<file path="src/rtl/pipe_reg_chain.sv">
// Elastic register chain: DEPTH stages of WIDTH-bit data with valid/ready handshake,
// global stall and flush, bubble collapsing and a registered occupancy count.
module pipe_reg_chain #(
   parameter int               WIDTH     = 32,
   parameter int               DEPTH     = 2,
   parameter logic [WIDTH-1:0] CLR_VALUE = '0
) (
   input  logic                       clk,
   input  logic                       reset,
   input  logic                       flush,
   input  logic                       stall,
   input  logic                       in_valid,
   output logic                       in_ready,
   input  logic [WIDTH-1:0]           in_data,
   output logic                       out_valid,
   input  logic                       out_ready,
   output logic [WIDTH-1:0]           out_data,
   output logic [$clog2(DEPTH+1)-1:0] occupancy
);
   localparam int OCC_W = $clog2(DEPTH+1);

   logic [DEPTH-1:0] valid_reg;
   logic [DEPTH-1:0] valid_next;
   logic [DEPTH-1:0] adv;
   logic [DEPTH-1:0] load;
   logic [WIDTH-1:0] data_reg  [DEPTH];
   logic [WIDTH-1:0] data_next [DEPTH];
   logic [WIDTH-1:0] src       [DEPTH];
   logic [OCC_W-1:0] occ_reg;
   logic [OCC_W-1:0] occ_next;
   logic             move_en;

   assign move_en = !stall && !flush;

   // Ready ripples back from the consumer; an empty stage always frees its predecessor.
   always_comb begin
      adv            = '0;
      adv[DEPTH-1]   = out_ready;
      for (int i = DEPTH-2; i >= 0; i--) begin
         adv[i] = !valid_reg[i+1] || adv[i+1];
      end
   end

   assign in_ready = reset && move_en && (adv[0] || !valid_reg[0]);

   genvar gi;
   generate
      for (gi = 0; gi < DEPTH; gi++) begin : g_stage
         if (gi == 0) begin : g_head
            assign load[gi] = in_valid && in_ready;
            assign src[gi]  = in_data;
         end else begin : g_link
            assign load[gi] = valid_reg[gi-1] && adv[gi-1] && move_en;
            assign src[gi]  = data_reg[gi-1];
         end
      end
   endgenerate

   always_comb begin
      valid_next = valid_reg;
      data_next  = data_reg;
      occ_next   = '0;
      for (int i = 0; i < DEPTH; i++) begin
         if (flush) begin
            valid_next[i] = 1'b0;
            data_next[i]  = CLR_VALUE;
         end else if (!stall) begin
            if (load[i]) begin
               valid_next[i] = 1'b1;
               data_next[i]  = src[i];
            end else if (valid_reg[i] && adv[i]) begin
               valid_next[i] = 1'b0;
            end
         end
         occ_next = occ_next + OCC_W'(valid_next[i]);
      end
   end

   always_ff @(posedge clk or negedge reset) begin
      if (!reset) begin
         valid_reg <= '0;
         occ_reg   <= '0;
         for (int i = 0; i < DEPTH; i++) begin
            data_reg[i] <= CLR_VALUE;
         end
      end else begin
         valid_reg <= valid_next;
         data_reg  <= data_next;
         occ_reg   <= occ_next;
      end
   end

   assign out_valid = valid_reg[DEPTH-1] && move_en;
   assign out_data  = data_reg[DEPTH-1];
   assign occupancy = occ_reg;

endmodule

</file>
<file path="config.mk">
export PLATFORM = sky130hd
export DESIGN_NAME = pipe_reg_chain
export DESIGN_NICKNAME = d
export VERILOG_FILES = /design/src/rtl/pipe_reg_chain.sv
export SDC_FILE = /design/constraint.sdc
export NUM_CORES = 1
export LEC_CHECK = 0
export CAP_MARGIN = 20
export CORE_ASPECT_RATIO = 0.9
export CORE_MARGIN = 3
export CORE_UTILIZATION = 50
export DETAILED_ROUTE_END_ITERATION = 16
export MAX_ROUTING_LAYER = met4
export PLACE_DENSITY = 0.83
export SETUP_SLACK_MARGIN = 0.4
export SYNTH_ARGS = -nofsm -noshare
export SYNTH_HDL_FRONTEND = slang
export SYNTH_SLANG_ARGS = --single-unit
export TNS_END_PERCENT = 1
</file>
<file path="constraint.sdc">
create_clock -name clk -period 1.9 [get_ports clk]
set_clock_uncertainty 0.1 [all_clocks]
set_input_delay 0.38 -clock clk [delete_from_list [all_inputs] [get_ports clk]]
set_output_delay 0.38 -clock clk [all_outputs]
set_load 0.005 [all_outputs]
</file>
==> impl.org, run 1 <==
** Run status
- Outcome :: finished clean

** Global routing
- Global-route wire length before repair :: around 10000 um
- For this run, global-route usage on met2 was measured as between 30% and 40%.
- After global routing, the most crowded layer is met2.
- After global routing the overflow that remains totals 0.
- The number of antenna violations at the first check in global routing came to 0.
- Met3 global-route usage :: 5.68%
- In the global route stage, met1 resource usage came out at between 20% and 30%.
- The via count of the first global-routing pass is about 2100.
- For this run, the total global-route usage over all layers was measured as between 15 and 20%.
- Largest net degree at the start of global routing :: 45

** Critical path
- The most numerous cell type found on the critical path is sky130_fd_sc_hd__buf_4.
- Delay of the slowest cell on the worst path :: between 0.2 and 0.3 ns
- Origin of the critical flop-to-flop path :: valid_reg[1]$_DFF_PN0_
- Worst Path Buf+Inv :: 4
- Arrival time at the worst endpoint :: 1.81 ns
- Cell family with most CP delay :: buffers and inverters
- The worst setup path is of the input pin to flop kind.
- Critical Path Slowest Stage Cell :: sky130_fd_sc_hd__nand2b_1
- Kind of launch point of the worst setup path :: input pin
- Endpoint of the worst register-to-register path :: out_data[25]$_DFFE_PN0P_
- The worst register-to-register path has a setup slack of 0.29 ns.
- CP Max Fanout :: 31
- Required time of the worst setup path :: roughly 2.0 ns
- The worst setup path is captured at a flop.
- Walking the worst path, the cells encountered are dlygate4sd2_1 > buf_4 > nand2b_1 > buf_4 > and3_1 > buf_12 > a22o_1.
- Reg2reg path depth :: 5

** Synth
- The synthesized design spends more area on one cell type than any other, namely sky130_fd_sc_hd__dfrtp_1.
- Post-synth ARST share :: 100%
- Synth Area per Inst :: around 14 um2
- In this run the biggest area consumer among cell types represents 54.4% of the synthesized area.
- Seq cells post-synth :: between 60 and 70
- Post-Syn Nets :: around 270
- Top post-synthesis cells by count :: sky130_fd_sc_hd__dfrtp_1 (68), sky130_fd_sc_hd__nor2b_1 (34), sky130_fd_sc_hd__buf_4 (32)
- The cell count after synthesis came out at about 230.
- Netlist Area Pre-Place :: between 3000 and 4000 um2
- Among all flip-flop cells after synthesis, the most frequent one is sky130_fd_sc_hd__dfrtp_1.
- Synthesis instantiated 21 different standard cells from the library.
- Number of synthesized flops with an enable pin :: 0
- Largest cells by area after synthesis :: sky130_fd_sc_hd__dfrtp_1 (54%), sky130_fd_sc_hd__mux2_4 (14%), sky130_fd_sc_hd__a22o_1 (8.7%)
- Fraction of the yosys area taken by sequential cells :: a little over half
- Total number of yosys warnings :: 0
- By instance count, the leading cell after synthesis is sky130_fd_sc_hd__dfrtp_1.

** Floorplan
- Y dimension of the die :: 81.0 um
- The floorplan step defined a die boundary enclosing a little over 7000 um2.
- Core Box Area :: between 5000 and 6000 um2
- Once the floorplan was initialized, standard cells occupied between 50% and 60% of the core.
- From left edge to right edge, the die measures ~89 um.
- Ports :: 74
- Core Rows :: 26

** Detailed routing
- In this run the remaining antenna-violating nets after routing total 0.
- The first TritonRoute pass finished after 5 iterations.
- After detailed routing, the number of remaining DRC violations is 0.
- After detailed routing, the total wire length is between 6000 and 7000 um.
- Routed length per placed instance :: ~17 um
- Via-to-Cell Ratio :: about 5.3
- Total vias in the final route :: between 1500 and 2000
- The detailed router finished its first iteration with a little over 60 violations.

** Cells and area
- Area of the multi-input gates :: 1120 um2
- Of the cells placed in the final design, the portion with a size suffix greater than 1 is 25.7%.
- Summing all flip-flop and latch instances after layout gives roughly 1700 um2.
- 0 antenna diodes ended up in the layout.
- Filler Cells Inserted :: approximately 400
- Non-filler cells in the finished layout :: ~360
- Final Net Count :: ~330
- Synth-to-Final Area Change :: 27.9%

** Timing
- Final Critical Period :: 1.69 ns
- Final Hold Viols :: 0
- Max Fclk :: 591 MHz
- The worst path uses between 80% and 90% of the clock period.
- Worst hold slack across all endpoints :: roughly 0.08 ns
- Setup violations remaining at the end of the flow were counted as 0.
- Worst Max-Slew Pin Slew :: roughly 0.84 ns
- Measured against its own limit, the worst slew margin works out to between 40 and 50%.
- Setup repair after global routing could not meet its margin everywhere.
- Pins Over Slew Limit :: 0
- After layout, the worst setup slack is about 0.21 ns.

** Place
- Routability-driven placement finished with a final weighted congestion of approximately 0.79.
- Count of input and output buffers :: 73
- Number of placed instances with taps included :: 340
- Before CTS, the worst setup slack after placement is -0.396 ns.
- The wire-length estimate of the detail-placed layout is 4120 um.

** Flow run
- Max-cap violations in this run came to 0.

** Clock network
- Sinks on Clock Net :: 68
- CTS tree :: yes
- Clock edge transition at the registers on the reported setup and hold paths :: 0.07 ns
- Counting the buffers created by CTS gives 9.
- The H-tree was split into 3 levels.
- Library cell used as clock root buffer :: sky130_fd_sc_hd__clkbuf_8
- The clock passes through at most 2 buffers.
- Clock insertion delay at the later pin of the skew report :: between 0.3 and 0.4 ns

** Worst hold path
- Path type of the worst min-delay path :: input pin to async pin

** Power and ir drop
- Post-layout total power :: between 0.002 and 0.003 W
- VDD sags by at most between 500 and 600 uV.
- For this design the static power due to leakage is between 1.5 and 2 nW.
- Power density of the placed cells :: just over 700 nW/um2
## worst max-delay path by stage
stage,cells past startpoint,startpoint,to
after floorplan,5,flush,data_reg[34]$_DFFE_PN0P_
after global placement,5,out_ready,out_data[7]$_DFFE_PN0P_
after detailed placement,5,out_ready,out_data[21]$_DFFE_PN0P_
after CTS,1,out_data[21]$_DFFE_PN0P_,out_data[21]
after global routing,1,out_data[31]$_DFFE_PN0P_,out_data[31]
final,7,out_ready,out_data[25]$_DFFE_PN0P_
## stage by stage
| stage | instance area [um2] | TNS, ns | utilization, % |
|---|---|---|---|
| after floorplan | 3130 | 0 | - |
| after global placement | 3760 | -14.28 | 64.2 |
| after detailed placement | 3760 | -17.59 | 64.2 |
| after CTS | 4000 | 0 | 68.2 |
| after global routing | 4000 | 0 | 68.3 |
| final | 4000 | 0 | 68.3 |
## cells by family (layout without fill, tap and decap cells)
family	after synthesis	count (layout)	share of synthesized area, %
adders and majority gates	1	1	0.400
DFF	68	68	54.4
AOI/OAI and AO/OA	37	38	9.77
muxes	32	32	15.1
and+or+nand+nor	45	45	9.65
buffers and inverters	46	108	10.6
## per-layer routing
layer / part of all wire (%) / vias up
li1: - / 883
met1: 45 / 959
met2: 49 / 68
met3: 5.4 / 9
met4: 1.1 / 0
met5: 0 / -
## area by class of cell
| cell class | instances | area share, % |
|---|---|---|
| repair buffers | 92 | 22.5 |
| clock buffers | 11 | 3.79 |
| flip-flops and latches | 68 | 42.6 |
| well taps | 70 | 2.19 |
| clock inverters | 5 | 0.876 |
| multi-input cells | 116 | 28.1 |
## cells in the final DEF (no fill, tap or decap), drive strengths merged, types with 3 or more instances in the layout
cell type,count
dfrtp,68
clkdlybuf4s50,63
nor2b,34
mux2,32
a22o,31
buf,20
clkbuf,11
dlygate4sd2,5
a21oi,5
nand2b,3
clkinv,3
## power breakdown
group	switching, W	internal [W]	total (W)
sequential	0.0000142	0.00148	0.00149
clock	0.000524	0.000546	0.00107
combinational	0.000109	0.000144	0.000253
## what timing repair did
item	4_1_cts	5_1_grt
endpoints found under the hold margin	4	0
resized for setup	14	1
buffers inserted	3	0
hold buffers	2	0
gates cloned	1	0
setup endpoints to repair	101	119
pin swaps	4	0
Power figures use the tool's default switching activity.
==> run 2: changes to the inputs <==
==> constraint.sdc (replaced) <==
create_clock -name clk -period 1.9 [get_ports clk]
set_clock_uncertainty 0.1 [all_clocks]
set_input_delay 0.38 -clock clk [delete_from_list [all_inputs] [get_ports clk]]
set_output_delay 0.38 -clock clk [all_outputs]
set_load 0.01 [all_outputs]
==> impl.org, run 2 (synthesized netlist as in run 1, its figures left out) <==
** Run status
- The run finished, with violations left.
- The final reports fail on hold timing.

** Cells and area
- The cell area after layout is 4000 um2 (about the same).
- Leaving out fill and tap cells, the most frequent cell in the layout is sky130_fd_sc_hd__dfrtp_1.
- Non-filler cells in the finished layout :: 360 (-0.55%)
- The number of nets in the layout is 324 (-0.61%).
- Most used cells in the layout excluding fill and tap cells :: sky130_fd_sc_hd__dfrtp_1 (68), sky130_fd_sc_hd__clkdlybuf4s50_1 (52), sky130_fd_sc_hd__nor2b_1 (33)
- The proportion of layout cells with a drive suffix above 1 came to 25.5% (-0.17 points).
- Synth-to-Final Area Change :: 28.0% (about the same)
- The final antenna diode count came to 0 (unchanged).

** Floorplan
- Core Box Area :: 5860 um2 (unchanged)
- Core Rows :: 26 (unchanged)
- Y dimension of the die :: 81.0 um (unchanged)
- Initial core utilization :: 53.4% (unchanged)
- The top-level I/O count came to 74 (unchanged).
- The full die area was 7240 um2 (unchanged).
- The width of the chip was 89.3 um (unchanged).

** Critical path
- Cells along the critical path :: clkdlybuf4s50_1
- The buffer and inverter count on the worst path came to 1 (-3).
- The depth of the worst register-to-register path is 5 (unchanged).
- Type of the worst setup path :: flop to output pin
- The critical path starts at out_data[22]$_DFFE_PN0P_.
- Origin of the critical flop-to-flop path :: valid_reg[1]$_DFF_PN0_
- The data required time of the critical path is 1.42 ns (-0.60 ns).
- Kind of launch point of the worst setup path :: flop
- The worst setup path is captured at an output pin.
- The data arrival time of the worst path was 1.24 ns (-0.57 ns).
- Endpoint of the worst register-to-register path :: data_reg[62]$_DFFE_PN0P_
- Critical Path Slowest Stage Cell :: sky130_fd_sc_hd__clkdlybuf4s50_1
- The reg-to-reg setup timing slack is 0.27 ns (-0.02 ns).
- The biggest fanout along the worst timing path came to 2 (-94%).
- The critical path's largest stage delay is 0.55 ns (+0.28 ns).
- Among cell families on the critical path, the largest total delay comes from buffers and inverters.

** Place
- HPWL Detailed :: 4080 um (-1.1%)
- The routability-driven placement congestion ratio came to 0.799 (+0.57%).
- The area after detailed placement is 3790 um2 (+0.73%).
- The number of port buffers was 73 (unchanged).
- The number of placed instances with taps included came to 342 (+0.59%).

** Timing
- The measured slew at the worst slew-check pin came to 0.535 ns (-0.304 ns).
- The number of hold violations in the final report came to 24 (+24).
- The maximum clock frequency was 582 MHz (-1.7%).
- Worst hold slack across all endpoints :: -0.0338 ns (-0.112 ns)
- RSZ-0062 raised after global routing :: yes
- The final period demand of the worst path is 1.72 ns (+0.0286 ns).
- Final setup violation count :: 0 (unchanged)
- The max-slew violation count was 0 (unchanged).
- Max-slew headroom at the worst pin :: 64.3% (+20 points)
- Final clock period utilization by the worst path :: 90.5% (+1.5 points)

** Detailed routing
- The total DRC errors in the routed layout is 0 (unchanged).
- The length of the first detailed-routing pass in iterations is 4 (-1).
- Routed length per placed instance :: 17.5 um (+1.2%)
- The via count normalized by instance count is 5.25 (-0.96%).
- The sum of routed wire length over all layers came to 6300 um (+0.64%).
- The number of vias after detailed routing was 1890 (-1.5%).
- Count of nets left with antenna violations after detail routing :: 0 (unchanged)
- Initial DRC count :: 66 (+6.5%)

** Power and ir drop
- The peak supply drop was 894 uV (+53%).
- Power density of the placed cells :: 731 nW/um2 (+3.9%)
- The leakage power came to 2.04 nW (+2.9%).

** Clock network
- The number of clock sinks is 68 (unchanged).
- Maximum number of buffers from clock root to sink :: 2 (unchanged)
- The count of hold buffers inserted by post-cts repair was 1 (-1).
- The later-pin clock latency in the skew report is 0.33 ns (about the same).
- Clock edge transition at the registers on the reported setup and hold paths :: 0.07 ns (about the same)
- CTS tree :: yes
- TritonCTS buffer count :: 9 (unchanged)
- Clock tree synthesis selected as its root buffer the cell sky130_fd_sc_hd__clkbuf_8.
- Htree depth :: 3 (unchanged)

** Global routing
- The global route total overflow is 0 (unchanged).
- GR Util All Layers :: 19.9% (-0.093 points)
- Number of antenna violations at the first check in global routing :: 0 (unchanged)
- The wire length of the first global-routing pass was 10400 um (+1.9%).
- Number of global-route vias before repair :: 2124 (+1.9%)
- The pin count of the biggest net entering global routing is 40 (-11%).

** Worst hold path
- In this run the worst hold path is classified as input pin to async pin.

** Flow run
- The max-cap check violation count was 0 (unchanged).
## run 2: cell types whose count changed in the layout (fill, tap and decap cells not counted), sizes merged
cell and change:
clkbuf -1, clkinvlp +1, dlygate4sd3 -1, buf -1
clkdlybuf4s50 -11, dlygate4sd2 +12, clkdlybuf4s15 -1, bufinv +1
inv -1
## run 2: layout make-up
class / instances / area, um2
clock buffer: 10 / 138
clock inverter: 6 / 63.8
fill: 417 / 1860
multi-input combinational: 116 / 1130
sequential: 68 / 1700
tap: 70 / 87.6
timing repair buffer: 90 / 880
## run 2: worst register-to-register path: stages (launching register included)
cell	delay (ns)
sky130_fd_sc_hd__dfrtp_1	0.44
sky130_fd_sc_hd__nand3b_1	0.12
sky130_fd_sc_hd__buf_4	0.12
sky130_fd_sc_hd__nand4_4	0.21
sky130_fd_sc_hd__buf_12	0.23
sky130_fd_sc_hd__mux2_4	0.31
## run 2: worst max path at each step
stage	cells past startpoint	endpoint
after detailed placement	5	out_data[29]$_DFFE_PN0P_
final	1	out_data[22]
after floorplan	5	data_reg[34]$_DFFE_PN0P_
after global routing	1	out_data[14]
after global placement	5	out_data[31]$_DFFE_PN0P_
after CTS	1	out_data[28]
## run 2: per-stage QoR
step                      worst slack [ns]  setup TNS, ns  hold slack, ns  total power, W  utilization (%)
after floorplan                      0.435              0         -0.0156         0.00162                -
after global placement              -0.317         -14.59           0.226         0.00177             64.7
after detailed placement            -0.413         -17.28           0.225         0.00177             64.7
after CTS                            0.165              0         -0.0466         0.00296             68.3
after global routing                 0.132              0         -0.0196         0.00304             68.3
final                                0.181              0         -0.0338         0.00292             68.3
## run 2: power breakdown
group	internal [W]	switching, W
Clock	0.000639	0.000536
Sequential	0.00148	0.0000150
Combinational	0.000147	0.000112
## run 2: routing by layer
metal / up-vias / track usage (%) / share of wire [%]
li1: 874 / - / -
met1: 946 / 23.9 / 43
met2: 61 / 32.4 / 51
met3: 9 / 5.58 / 5.3
met4: 0 / 6.25 / 1.0
met5: - / - / 0
## run 2: timing repair
item | in CTS | in global routing
pin swaps | 2 | 0
gates resized for setup | 25 | 1
endpoints found under the hold margin | 29 | 24
setup endpoints to repair | 103 | 100
setup buffers | 0 | 0
cloned | 1 | 0
==> run 3: changes to the inputs <==
- MAX_ROUTING_LAYER: met4 -> unset
==> impl.org, run 3 (synthesized netlist as in run 1, its figures left out) <==
** Timing
- The max-slew violation count came to 0 (unchanged).
- The number of setup violations in the final report came to 0 (unchanged).
- Final setup margin :: 0.184 ns (+0.00342 ns)
- Final clock period utilization by the worst path :: 90.3% (-0.18 points)
- Setup repair after global routing could not meet its margin everywhere.
- Max Fclk :: 583 MHz (+0.20%)
- The final period demand of the worst path came to 1.72 ns (-0.00342 ns).
- The measured slew at the worst slew-check pin came to 0.535 ns (+0.000164 ns).
- The worst hold margin is -0.0317 ns (+0.00211 ns).
- The normalized max-slew margin came to 64.2% (about the same).
- Final Hold Viols :: 24 (unchanged)

** Cells and area
- Most used cells in the layout excluding fill and tap cells :: sky130_fd_sc_hd__dfrtp_1 (68), sky130_fd_sc_hd__clkdlybuf4s50_1 (52), sky130_fd_sc_hd__nor2b_1 (33)
- Share of post-route cells with drive strength above 1 :: 25.5% (unchanged)
- Synth-to-Final Area Change :: 28.0% (unchanged)
- Most common cell after layout, fill and taps aside :: sky130_fd_sc_hd__dfrtp_1
- The number of nets in the layout came to 324 (unchanged).
- The number of filler instances in the final layout is 417 (unchanged).
- The final antenna diode count is 0 (unchanged).

** Critical path
- The critical path's largest stage delay was 0.55 ns (about the same).
- The biggest fanout along the worst timing path was 2 (unchanged).
- Worst Path Buf+Inv :: 1 (unchanged)
- Kind of launch point of the worst setup path :: flop
- Type of the worst setup path :: flop to output pin
- The data arrival time of the worst path came to 1.24 ns (about the same).
- Among cell families on the critical path, the largest total delay comes from buffers and inverters.
- Critical Path Slowest Stage Cell :: sky130_fd_sc_hd__clkdlybuf4s50_1
- The data required time of the critical path was 1.42 ns (about the same).
- CP endpoint kind :: output pin
- Walking the worst path, the cells encountered are clkdlybuf4s50_1.

** Clock network
- The clock slew seen by the registers of the worst setup and hold paths came to 0.07 ns (about the same).
- CTS tree :: yes
- The count of hold buffers inserted by post-cts repair is 1 (unchanged).
- Sinks on Clock Net :: 68 (unchanged)
- Library cell used as clock root buffer :: sky130_fd_sc_hd__clkbuf_8
- The number of buffers inserted during clock tree synthesis was 9 (unchanged).
- The worst-case clock buffer depth is 2 (unchanged).
- Clock insertion delay at the later pin of the skew report :: 0.33 ns (about the same)
- Htree depth :: 3 (unchanged)

** Floorplan
- The top-level I/O count came to 74 (unchanged).
- Core Rows :: 26 (unchanged)
- Initial core utilization :: 53.4% (unchanged)
- Core Box Area :: 5860 um2 (unchanged)
- Y dimension of the die :: 81.0 um (unchanged)
- The full die area is 7240 um2 (unchanged).
- X dimension of the die :: 89.3 um (unchanged)

** Detailed routing
- Count of nets left with antenna violations after detail routing :: 0 (unchanged)
- The sum of routed wire length over all layers came to 6320 um (+0.30%).
- Remaining routing DRC violations :: 0 (unchanged)
- The via count normalized by instance count was 5.23 (-0.37%).
- Routed length per placed instance :: 17.6 um (+0.30%)
- The count of routing violations after the opening detailed-route iteration was 63 (-4.5%).
- The number of vias after detailed routing was 1883 (-0.37%).
- The length of the first detailed-routing pass in iterations was 4 (unchanged).

** Global routing
- The pin count of the biggest net entering global routing was 40 (unchanged).
- GR Util All Layers :: 19.2% (-0.60 points)
- The via count of the first global-routing pass came to 2124 (unchanged).
- Remaining Overflow, GRT :: 0 (unchanged)
- The number of antenna violations at the first check in global routing came to 0 (unchanged).
- Global-route wire length before repair :: 10400 um (+0.33%)

** Power and ir drop
- Leakage power total :: 2.04 nW (unchanged)
- The power density of the placed cells came to 731 nW/um2 (about the same).
- Post-layout total power :: 0.00292 W (about the same)
- The peak supply drop came to 894 uV (about the same).

** Place
- The routability-driven placement congestion ratio is 0.788 (-1.4%).
- The pre-CTS setup slack was -0.413 ns (unchanged).
- HPWL Detailed :: 4080 um (unchanged)
- The number of port buffers is 73 (unchanged).

** Flow run
- The max-cap check violation count came to 0 (unchanged).

** Worst hold path
- In this run the worst hold path is classified as input pin to async pin.

** Run status
- Outcome :: complete, but fails checks
- The checks that failed: hold timing.
==> run 3: cell counts in the layout (fill, tap and decap cells not counted) <==
No cell type changed its count.
==> run 3: cell type report <==
cell class	instances	area [um2]	share of cell area [%]
clock buffers	10	138	3.44
clock inverters	6	63.8	1.60
multi-input cells	116	1130	28.2
flip-flops and latches	68	1700	42.5
well taps	70	87.6	2.19
repair buffers	90	880	22.0
==> run 3: stage by stage <==
stage | util, % | instance area (um2) | hold slack, ns | TNS, ns | instances
final | 68.3 | 4000 | -0.0317 | 0 | 360
after global routing | 68.3 | 4000 | -0.0196 | 0 | 360
after CTS | 68.3 | 4000 | -0.0466 | 0 | 360
after detailed placement | 64.7 | 3790 | 0.225 | -17.28 | 342
after global placement | 64.7 | 3790 | 0.226 | -14.59 | 342
after floorplan | - | 3130 | -0.0156 | 0 | 229
==> run 3: where the power goes <==
group,leakage [nW],switching (W),total [W],internal (W)
clock network,0.0983,0.000536,0.00118,0.000639
logic,0.998,0.000112,0.000259,0.000147
registers,0.942,0.0000151,0.00149,0.00148
total,2.04,0.000664,0.00292,0.00226
==> run 3: final timing paths <==
check | depth (start not counted) | endpoint | slack (ns) | start
setup / recovery | 1 | out_data[22] | 0.18 | out_data[22]$_DFFE_PN0P_
hold / removal | 2 | out_data[21]$_DFFE_PN0P_ | -0.03 | reset
setup reg to reg | 5 | data_reg[62]$_DFFE_PN0P_ | 0.27 | valid_reg[1]$_DFF_PN0_
hold reg to reg | 1 | out_data[20]$_DFFE_PN0P_ | 0.38 | data_reg[52]$_DFFE_PN0P_
max in group asynchronous | 3 | data_reg[59]$_DFFE_PN0P_ | 1.02 | reset
min in group clk | 1 | out_data[20]$_DFFE_PN0P_ | 0.38 | data_reg[52]$_DFFE_PN0P_
==> run 3: timing repair <==
item,CTS,global route
resized for setup,25,1
setup endpoints to repair,103,100
pin swaps,2,0
setup buffers,0,0
gates cloned,1,0
endpoints found under the hold margin,29,24
==> run 3: layer usage <==
metal	vias up	track usage, %	share of wire [%]
li1	875	-	-
met1	940	23.7	44
met2	59	32.6	50
met3	9	5.38	4.9
met4	0	6.25	1.0
met5	-	0	0
